<file path="config.mk">
export PLATFORM = sky130hd
export DESIGN_NAME = alu_control_issue_flat
export DESIGN_NICKNAME = d
export VERILOG_FILES = /design/src/rtl/alu_control_issue_if.sv /design/src/rtl/alu_control_issue.sv /design/src/flat_wrapper.sv
export SDC_FILE = /design/constraint.sdc
export NUM_CORES = 1
export LEC_CHECK = 0
export BUFFER_PORTS_ARGS = -buffer_cell sky130_fd_sc_hd__buf_2
export CAP_MARGIN = 20
export CORE_MARGIN = 4
export CORE_UTILIZATION = 49
export CTS_CLUSTER_DIAMETER = 40
export DETAILED_ROUTE_END_ITERATION = 12
export GPL_ROUTABILITY_DRIVEN = 0
export GPL_TIMING_DRIVEN = 1
export PLACE_DENSITY = 0.85
export SLEW_MARGIN = 20
export SYNTH_ARGS = -nofsm -noshare
export SYNTH_HDL_FRONTEND = slang
export SYNTH_SLANG_ARGS = --single-unit
</file>
<file path="constraint.sdc">
create_clock -name clk -period 1.95 [get_ports clk]
set_input_delay 0.0975 -clock clk [delete_from_list [all_inputs] [get_ports clk]]
set_output_delay 0.0975 -clock clk [all_outputs]
set_load 0.005 [all_outputs]
</file>
<file path="src/rtl/alu_control_issue_if.sv">
// rtl/alu_control_issue_if.sv - ALUControl issue bundle: upstream op handshake, downstream decoded-op handshake, optional illegal counter (ILLEGAL_CNT_EN)
interface alu_control_issue_if
`ifdef ILLEGAL_CNT_EN
    #(parameter int CNT_W = 8)
`endif
    ();

    // upstream (control unit -> issue FIFO)
    logic        in_valid;
    logic        in_ready;
    logic [1:0]  alu_op;
    logic [5:0]  opcode;
    logic [5:0]  funct;

    // downstream (issue FIFO -> execute stage)
    logic        out_valid;
    logic        out_ready;
    logic [3:0]  alu_control;
    logic        br_ne;
    logic        illegal;

`ifdef ILLEGAL_CNT_EN
    logic [CNT_W-1:0] illegal_cnt;
    logic             cnt_clr;
`endif

    // control unit / execute stage side
    modport master (
        output in_valid, alu_op, opcode, funct, out_ready,
`ifdef ILLEGAL_CNT_EN
        output cnt_clr,
        input  illegal_cnt,
`endif
        input  in_ready, out_valid, alu_control, br_ne, illegal
    );

    // issue block side
    modport slave (
        input  in_valid, alu_op, opcode, funct, out_ready,
`ifdef ILLEGAL_CNT_EN
        input  cnt_clr,
        output illegal_cnt,
`endif
        output in_ready, out_valid, alu_control, br_ne, illegal
    );

endinterface

</file>
<file path="src/rtl/alu_control_issue.sv">
// rtl/alu_control_issue.sv - ALU control decode plus valid/ready issue FIFO; optional saturating illegal-op counter under ILLEGAL_CNT_EN
module alu_control_issue #(
    parameter int DEPTH = 2
`ifdef ILLEGAL_CNT_EN
    , parameter int CNT_W = 8
`endif
) (
    input  logic               clk,
    input  logic               rst_n,
    alu_control_issue_if.slave bus
);

    localparam int PTR_W = $clog2(DEPTH);
    localparam int OCC_W = PTR_W + 1;
    localparam logic [OCC_W-1:0] FULL_OCC = OCC_W'(DEPTH);

    // entry layout: {alu_control[3:0], br_ne, illegal}
    logic [5:0]       mem_q [DEPTH];
    logic [PTR_W-1:0] wr_q, wr_d;
    logic [PTR_W-1:0] rd_q, rd_d;
    logic [OCC_W-1:0] occ_q, occ_d;

    logic [3:0] dec_code;
    logic       dec_br_ne;
    logic       dec_illegal;
    logic       full, empty, push, pop;
    logic [5:0] head;

    // decode the incoming op; anything unlisted falls through to the illegal encoding
    always_comb begin
        dec_code    = 4'b1111;
        dec_br_ne   = 1'b0;
        dec_illegal = 1'b1;
        case (bus.alu_op)
            2'b00: begin
                dec_code    = 4'b0010;
                dec_illegal = 1'b0;
            end
            2'b01: begin
                case (bus.opcode)
                    6'h04: begin
                        dec_code    = 4'b0110;
                        dec_illegal = 1'b0;
                    end
                    6'h05: begin
                        dec_code    = 4'b0110;
                        dec_br_ne   = 1'b1;
                        dec_illegal = 1'b0;
                    end
                    default: ;
                endcase
            end
            2'b10: begin
                case (bus.funct)
                    6'h20: begin dec_code = 4'b0010; dec_illegal = 1'b0; end
                    6'h22: begin dec_code = 4'b0110; dec_illegal = 1'b0; end
                    6'h24: begin dec_code = 4'b0000; dec_illegal = 1'b0; end
                    6'h25: begin dec_code = 4'b0001; dec_illegal = 1'b0; end
                    6'h2A: begin dec_code = 4'b0111; dec_illegal = 1'b0; end
                    default: ;
                endcase
            end
            default: begin
                case (bus.opcode)
                    6'h08: begin dec_code = 4'b0010; dec_illegal = 1'b0; end
                    6'h0C: begin dec_code = 4'b0000; dec_illegal = 1'b0; end
                    6'h0D: begin dec_code = 4'b0001; dec_illegal = 1'b0; end
                    6'h0A: begin dec_code = 4'b0111; dec_illegal = 1'b0; end
                    default: ;
                endcase
            end
        endcase
    end

    // in_ready depends only on registered occupancy, never on out_ready
    assign full  = (occ_q == FULL_OCC);
    assign empty = (occ_q == '0);
    assign push  = bus.in_valid & ~full;
    assign pop   = bus.out_ready & ~empty;

    // pointer and occupancy next state
    always_comb begin
        wr_d  = wr_q;
        rd_d  = rd_q;
        occ_d = occ_q;
        if (push) begin
            wr_d = wr_q + PTR_W'(1);
        end
        if (pop) begin
            rd_d = rd_q + PTR_W'(1);
        end
        if (push && !pop) begin
            occ_d = occ_q + OCC_W'(1);
        end else if (pop && !push) begin
            occ_d = occ_q - OCC_W'(1);
        end
    end

    // pointer/occupancy registers; reset discards anything in flight
    always_ff @(posedge clk or negedge rst_n) begin
        if (!rst_n) begin
            wr_q  <= '0;
            rd_q  <= '0;
            occ_q <= '0;
        end else begin
            wr_q  <= wr_d;
            rd_q  <= rd_d;
            occ_q <= occ_d;
        end
    end

    // storage is not reset: outputs are masked whenever the FIFO is empty
    always_ff @(posedge clk) begin
        if (push) begin
            mem_q[wr_q] <= {dec_code, dec_br_ne, dec_illegal};
        end
    end

    assign head            = mem_q[rd_q];
    assign bus.in_ready    = ~full;
    assign bus.out_valid   = ~empty;
    assign bus.alu_control = empty ? 4'b0000 : head[5:2];
    assign bus.br_ne       = empty ? 1'b0 : head[1];
    assign bus.illegal     = empty ? 1'b0 : head[0];

`ifdef ILLEGAL_CNT_EN
    logic [CNT_W-1:0] icnt_q, icnt_d;

    // clear wins over a simultaneous illegal push; increment stops at all-ones
    always_comb begin
        icnt_d = icnt_q;
        if (bus.cnt_clr) begin
            icnt_d = '0;
        end else if (push && dec_illegal && (icnt_q != '1)) begin
            icnt_d = icnt_q + CNT_W'(1);
        end
    end

    // illegal-op counter register
    always_ff @(posedge clk or negedge rst_n) begin
        if (!rst_n) begin
            icnt_q <= '0;
        end else begin
            icnt_q <= icnt_d;
        end
    end

    assign bus.illegal_cnt = icnt_q;
`endif

endmodule

</file>
<file path="src/flat_wrapper.sv">
// flat-port wrapper written by rule: the top's interface ports become plain ports
module alu_control_issue_flat 
#(
    parameter int DEPTH = 2

)
  (clk, rst_n, bus_in_valid, bus_alu_op, bus_opcode, bus_funct, bus_out_ready, bus_in_ready, bus_out_valid, bus_alu_control, bus_br_ne, bus_illegal);
  alu_control_issue_if bus_i ();
  input  logic clk;
  input  logic rst_n;
  input wire logic [$bits(bus_i.in_valid)-1:0] bus_in_valid;
  input wire logic [$bits(bus_i.alu_op)-1:0] bus_alu_op;
  input wire logic [$bits(bus_i.opcode)-1:0] bus_opcode;
  input wire logic [$bits(bus_i.funct)-1:0] bus_funct;
  input wire logic [$bits(bus_i.out_ready)-1:0] bus_out_ready;
  output wire logic [$bits(bus_i.in_ready)-1:0] bus_in_ready;
  output wire logic [$bits(bus_i.out_valid)-1:0] bus_out_valid;
  output wire logic [$bits(bus_i.alu_control)-1:0] bus_alu_control;
  output wire logic [$bits(bus_i.br_ne)-1:0] bus_br_ne;
  output wire logic [$bits(bus_i.illegal)-1:0] bus_illegal;
  assign bus_i.in_valid = bus_in_valid;
  assign bus_i.alu_op = bus_alu_op;
  assign bus_i.opcode = bus_opcode;
  assign bus_i.funct = bus_funct;
  assign bus_i.out_ready = bus_out_ready;
  assign bus_in_ready = bus_i.in_ready;
  assign bus_out_valid = bus_i.out_valid;
  assign bus_alu_control = bus_i.alu_control;
  assign bus_br_ne = bus_i.br_ne;
  assign bus_illegal = bus_i.illegal;
  alu_control_issue #(.DEPTH(DEPTH)) u_core (.clk(clk), .rst_n(rst_n), .bus(bus_i));
endmodule
</file>
==> results of run 1 <==
-- how the worst max path moves through the flow --
stage | start | to | slack, ns | cells after the start
finish | u_core.occ_q[0] | u_core.occ_q[1] | 0.43 | 7
global route | u_core.occ_q[0] | u_core.occ_q[1] | 0.32 | 7
CTS | u_core.occ_q[0] | u_core.occ_q[1] | 0.43 | 7
detailed placement | u_core.occ_q[0] | u_core.occ_q[1] | 0.45 | 7
global placement | u_core.occ_q[0] | u_core.occ_q[1] | 0.49 | 7
floorplan | u_core.occ_q[0] | u_core.occ_q[1] | 0.53 | 7
-- what timing repair did --
action	4_1_cts	5_1_grt
endpoints found under the hold margin	4	0
hold buffers	1	0
buffers inserted	0	0
-- logic make-up (layout without fill, tap and decap cells) --
group	after synthesis	count (layout)
XOR/XNOR	5	5
buffers and inverters	6	34
multiplexers	6	6
AND/OR/NAND/NOR	31	31
flip-flops	16	16
adder cells (fa/ha/maj)	1	1
AO/OA/AOI/OAI	9	9
-- stage by stage --
stage | util | hold WS, ns
2_1_floorplan | - | -0.198
3_3_place_gp | 0.629 | -0.0935
3_5_place_dp | 0.629 | -0.0917
4_1_cts | 0.652 | 0.107
5_1_grt | 0.652 | 0.110
6_report | 0.652 | 0.104
-- routing by layer --
metal / up-vias / wire length [um] / share of wire
li1: 324 / - / -
met1: 282 / 604 / 0.40
met2: 28 / 722 / 0.48
met3: 6 / 118 / 0.079
met4: 0 / 46 / 0.031
met5: - / 0 / 0
-- state kept, by name, summed over array words and instances (netlist names) --
register and count:
u_core.occ_q 2, u_core.rd_q 1, u_core.mem_q 12, u_core.wr_q 1
-- synthesized netlist by cell type (all sizes together) --
master | n | share of area
clkbuf | 1 | 0.0044
nand2 | 4 | 0.018
a32oi | 1 | 0.010
xnor2 | 3 | 0.031
ha | 1 | 0.015
nor2 | 12 | 0.062
xor2 | 2 | 0.021
o41ai | 1 | 0.010
nor3 | 2 | 0.018
and3 | 2 | 0.016
nand2b | 3 | 0.025
buf | 1 | 0.0059
and2 | 1 | 0.010
o31ai | 1 | 0.015
o21ai | 2 | 0.012
o22ai | 2 | 0.015
edfxtp | 12 | 0.43
dfrtp | 4 | 0.12
a211oi | 1 | 0.0089
nor2b | 1 | 0.016
nand4 | 1 | 0.0074
inv | 4 | 0.018
nor4 | 1 | 0.0074
nand3b | 2 | 0.018
nand3 | 2 | 0.012
mux2i | 6 | 0.071
a31oi | 1 | 0.0074
-- layout by cell type (no fill, tap or decap), drive strengths merged --
master and n:
a211oi 1, a31oi 1, a32oi 1, and2 1, and3 2, buf 25, clkbuf 4, dfrtp 4
dlygate4sd3 1, edfxtp 12, ha 1, inv 4, mux2i 6, nand2 4, nand2b 3, nand3 2
nand3b 2, nand4 1, nor2 12, nor2b 1, nor3 2, nor4 1, o21ai 2, o22ai 2
o31ai 1, o41ai 1, xnor2 3, xor2 2
-- critical path: stages, from the launching register on --
cell      delay (ns)
dfrtp_1         0.45
nand2b_2        0.23
nand2_1         0.12
inv_1           0.05
ha_1            0.19
xor2_1          0.14
nor2_1          0.11
xor2_1          0.15
-- area by class of cell --
class,count,share of cell area
sequential,16,0.453
multi-input combinational,52,0.354
timing repair buffer,26,0.133
clock buffer,4,0.0258
tap,16,0.0197
inverter,4,0.0148
-- power groups by stage --
stage	Combinational (uW)	Clock (uW)	Sequential, uW
2_1_floorplan	332	0	532
3_3_place_gp	441	0	571
3_5_place_dp	456	0	577
4_1_cts	460	179	569
5_1_grt	505	197	584
6_report	454	179	566
==> flow_metrics.env, run 1 <==
export IMPL_fin_crit_ns=1.52
export IMPL_cp_start_kind="register"
export IMPL_yosys_register_bits=16
export IMPL_dp_slack_ns=0.454
export IMPL_drive_gt1_frac=0.353
export IMPL_busiest_layer="met2"
export IMPL_rows=14
export IMPL_viasPerCell=5.42
export IMPL_worstReg2RegEnd="u_core.occ_q[1]"
export IMPL_status="finished clean"
export IMPL_rsz0062_at_grt="false"
export IMPL_stdcell_area_sq_mm=0.00102
export IMPL_syn_nets=93
export IMPL_syn_area_per_cell_sq_um=11.4
export IMPL_detailed_place_hpwl_um=1210
export IMPL_drv_slew=0
export IMPL_worst_r2r_path_depth=7
export IMPL_multi_input_area_sq_um=360
export IMPL_p_clk_frac=0.149
export IMPL_min_from="bus_out_ready"
export IMPL_final_nets=122
export IMPL_drtAntennaViolNets=0
export IMPL_ios=26
export IMPL_setup_slack_ns=0.426
export IMPL_grt_pass1_wl_um=2530
export IMPL_vias=640
export IMPL_cts_buffers=3
export IMPL_cts_tree="done"
export IMPL_diodes=0
export IMPL_place_area_sq_um=981
export IMPL_cts_buffer_depth=2
export IMPL_period_share=0.781
export IMPL_ir_drop_v=0.00106
export IMPL_start_util=0.542
export IMPL_met1_usage=0.152
export IMPL_worstReg2RegStart="u_core.occ_q[0]"
export IMPL_path_max_fanout=4
export IMPL_fillers=120
export IMPL_syn_cell_area_sq_um=845
export IMPL_min_path_type="input pin to register"
export IMPL_synth_fa_ha_area_frac=0.0148
export IMPL_finalSetupViolCount=0
export IMPL_crit_type="register to register"
export IMPL_route_detailed_wl_per_inst_um=12.6
export IMPL_end_kind="register"
export IMPL_fin_skew_ns=0.00106
export IMPL_die_h_um=49.5
export IMPL_cts_sinks=16
export IMPL_max_slew_margin=0.676
export IMPL_whs_path_depth=3
export IMPL_worstPathArrival_ns=1.74
export IMPL_dieWidth_um=49.5
export IMPL_synth_simple_gate_area_frac=0.210
export IMPL_clk_latency_ns=0.28
export IMPL_fin_tns_setup_ns=0
export IMPL_met3_usage=0.0301
export IMPL_clk_pin_slew_ns=0.09
export IMPL_grt_pass1_vias=615
export IMPL_seq_area_frac_synth=0.545
export IMPL_synthCells=74
export IMPL_grt_use_total=0.139
export IMPL_firstDrtPassIters=4
export IMPL_syn_to_final_growth_pct=20.4
export IMPL_hold_path_end="u_core.rd_q"
export IMPL_instances_no_fill=118
export IMPL_combPwrFrac=0.379
export IMPL_synth_compound_area_share=0.0785
export IMPL_p_sw_frac=0.344
export IMPL_fmax_mhz=656
export IMPL_ff2ff_setup_slack_ns=0.43
export IMPL_power_share_sequential=0.472
export IMPL_core_area_sq_mm=0.00156
export IMPL_port_buffers=25
export IMPL_antenna_found_initial=0
export IMPL_use_met2=0.239
export IMPL_required_ns=2.16
export IMPL_synth_mux_area_frac=0.0711
export IMPL_dp_cells=113
export IMPL_drt_wl_total_um=1490
export IMPL_grt_overflow=0
export IMPL_intPower_uw=786
export IMPL_cts_resized=0
export IMPL_clock_root_buffer="clkbuf_4"
export IMPL_cts_max_level=1
export IMPL_total_power_uw=1200
export IMPL_drtIter0Drc=17
export IMPL_synth_cell_type_count=32
export IMPL_grt_max_degree=11
export IMPL_dieArea_sq_mm=0.00245
export IMPL_drc=0
export IMPL_seq_area_sq_um=460
export IMPL_p_leak_uw=0.000433
export IMPL_maxCapViolCount=0
export IMPL_synthXorXnorAreaFrac=0.0519
export IMPL_power_switching_uw=412
export IMPL_power_density_mw_per_mm2=1180
export IMPL_yosysWarnings=0
export IMPL_synth_top_family_by_area="simple AND/OR/NAND/NOR gates"
export IMPL_hold_viol_final=0
export IMPL_max_slew_worst_pin_slew_ns=0.484
Power figures use the tool's default switching activity.
==> inputs of run 2 (changes only) <==
clock period = 1.5 ns   (was 1.95 ns; I/O delays follow)
==> run 2 against run 1 <==
Cell area grew 5.2%; fmax grew 6.6%; critical path type unchanged; count of clock-buffer cells in the layout shrank 1; core utilization grew 3.4 points; first-iteration DRC count shrank 18%; setup slack lost 0.36 ns; via count grew 5.2%; clock power grew 24%; largest power group unchanged; hold slack lost 0.017 ns; sequential cell count is the same.
==> flow_metrics.env, run 2 (synthesis results as in run 1) <==
export IMPL_status="finished clean"
export IMPL_final_cell_mix="buf_2, edfxtp_1, nor2_1"
export IMPL_grt_pass1_vias=662
export IMPL_route_detailed_wl_per_inst_um=13.9
export IMPL_worstPathArrival_ns=1.63
export IMPL_path_max_fanout=3
export IMPL_drv_slew=0
export IMPL_layout_commonest_cell="buf_2"
export IMPL_min_path_type="input pin to register"
export IMPL_ir_drop_v=0.00110
export IMPL_viasPerCell=5.47
export IMPL_drive_gt1_frac=0.411
export IMPL_ios=26
export IMPL_regMostFlops="u_core.mem_q"
export IMPL_stdcell_area_sq_mm=0.00107
export IMPL_critPathSlowestCell="dfrtp_2"
export IMPL_start_util=0.542
export IMPL_cp_start_kind="register"
export IMPL_largest_reg_flops=12
export IMPL_power_density_mw_per_mm2=1590
export IMPL_port_buffers=25
export IMPL_cts_sinks=16
export IMPL_grt_pass1_wl_um=2860
export IMPL_period_share=0.953
export IMPL_drtIter0Drc=14
export IMPL_rows=14
export IMPL_holdWs_ns=0.0864
export IMPL_place_area_sq_mm=0.00100
export IMPL_diodes=0
export IMPL_slowest_delay_ns=0.44
export IMPL_multi_input_area_sq_um=373
export IMPL_setup_slack_ns=0.0702
export IMPL_firstDrtPassIters=4
export IMPL_final_nets=127
export IMPL_cpMostUsedCell="xor2_1"
export IMPL_core_area_sq_mm=0.00156
export IMPL_path_delay_family="flip-flops"
export IMPL_clk_latency_ns=0.28
export IMPL_vias=673
export IMPL_top_regs="u_core.mem_q (12), u_core.occ_q (2)"
export IMPL_grt_max_degree=11
export IMPL_drt_wl_total_um=1720
export IMPL_clock_root_buffer="clkbuf_4"
export IMPL_drc=0
export IMPL_syn_to_final_growth_pct=26.7
export IMPL_crit_chain="nand2b_4, nand2_4, inv_1, ha_1, xor2_1, nor2_1, xor2_1"
export IMPL_drtAntennaViolNets=0
export IMPL_cts_max_level=1
export IMPL_dieArea_sq_mm=0.00245
export IMPL_end_kind="register"
export IMPL_path_buf_inv=1
export IMPL_die_h_um=49.5
export IMPL_required_ns=1.70
export IMPL_cts_buffers=3
export IMPL_maxCapViolCount=0
export IMPL_fin_skew_ns=0.00565
export IMPL_fillers=131
export IMPL_p_leak_uw=0.000465
export IMPL_cts_tree="done"
export IMPL_max_slew_margin=0.743
export IMPL_clk_pin_slew_ns=0.09
export IMPL_crit_type="register to register"
export IMPL_hold_viol_final=0
export IMPL_max_slew_worst_pin_slew_ns=0.385
export IMPL_detailed_place_hpwl_um=1270
export IMPL_grt_overflow=0
export IMPL_antenna_found_initial=0
export IMPL_dp_slack_ns=0.00831
export IMPL_seq_area_sq_um=463
export IMPL_finalSetupViolCount=0
export IMPL_grt_use_total=0.151
export IMPL_dieWidth_um=49.5
export IMPL_fmax_mhz=699
export IMPL_cts_buffer_depth=2
export IMPL_fin_crit_ns=1.43
export IMPL_ff2ff_setup_slack_ns=0.07
-- run 2: routing by layer --
layer,part of all wire,up-vias,global-route usage
li1,-,333,-
met4,0.013,0,0.0737
met1,0.44,311,0.189
met5,0,-,0
met2,0.49,27,0.259
met3,0.058,2,0.0151
-- run 2: final cells by class --
type / instances / share of cell area
flip-flops and latches: 16 / 0.433
multi-input cells: 52 / 0.349
repair buffers: 31 / 0.161
clock buffers: 3 / 0.0211
well taps: 16 / 0.0187
inverters: 4 / 0.0140
clock inverters: 1 / 0.00351
-- run 2: where the power goes --
part,switching [uW],internal (uW),leakage [uW]
clock network,126,96.3,0.0000154
logic,346,387,0.000298
registers,122,624,0.000152
-- run 2: tightest hold or removal path, delay by kind of cell --
family / cells / cell delay, ns
AND/OR/NAND/NOR: 1 / 0.09
XOR/XNOR: 1 / 0.07
buffers and inverters: 1 / 0.09
-- run 2: stage by stage --
step | std cells | power (uW) | TNS, ns | util
after detailed placement | 116 | 1400 | 0 | 0.644
after CTS | 122 | 1650 | 0 | 0.673
after global placement | 116 | 1360 | 0 | 0.644
after global routing | 123 | 1810 | -0.00175 | 0.686
after floorplan | 74 | 1120 | 0 | -
final | 123 | 1700 | 0 | 0.686
-- run 2: final timing paths --
kind / startpoint / endpoint / cells after the start
max: u_core.occ_q[0] / u_core.occ_q[1] / 7
min: bus_out_ready / u_core.rd_q / 3
max reg2reg: u_core.occ_q[0] / u_core.occ_q[1] / 7
min reg2reg: u_core.wr_q / u_core.wr_q / 1
max in group asynchronous: rst_n / u_core.occ_q[0] / 2
min in group asynchronous: rst_n / u_core.wr_q / 2
-- run 2: timing repair --
action | 4_1_cts | 5_1_grt
setup endpoints to repair | 1 | 1
pin swaps | 0 | 2
gates resized for setup | 1 | 4
hold buffers | 1 | 0
hold endpoints to repair | 4 | 0
buffers inserted | 1 | 1
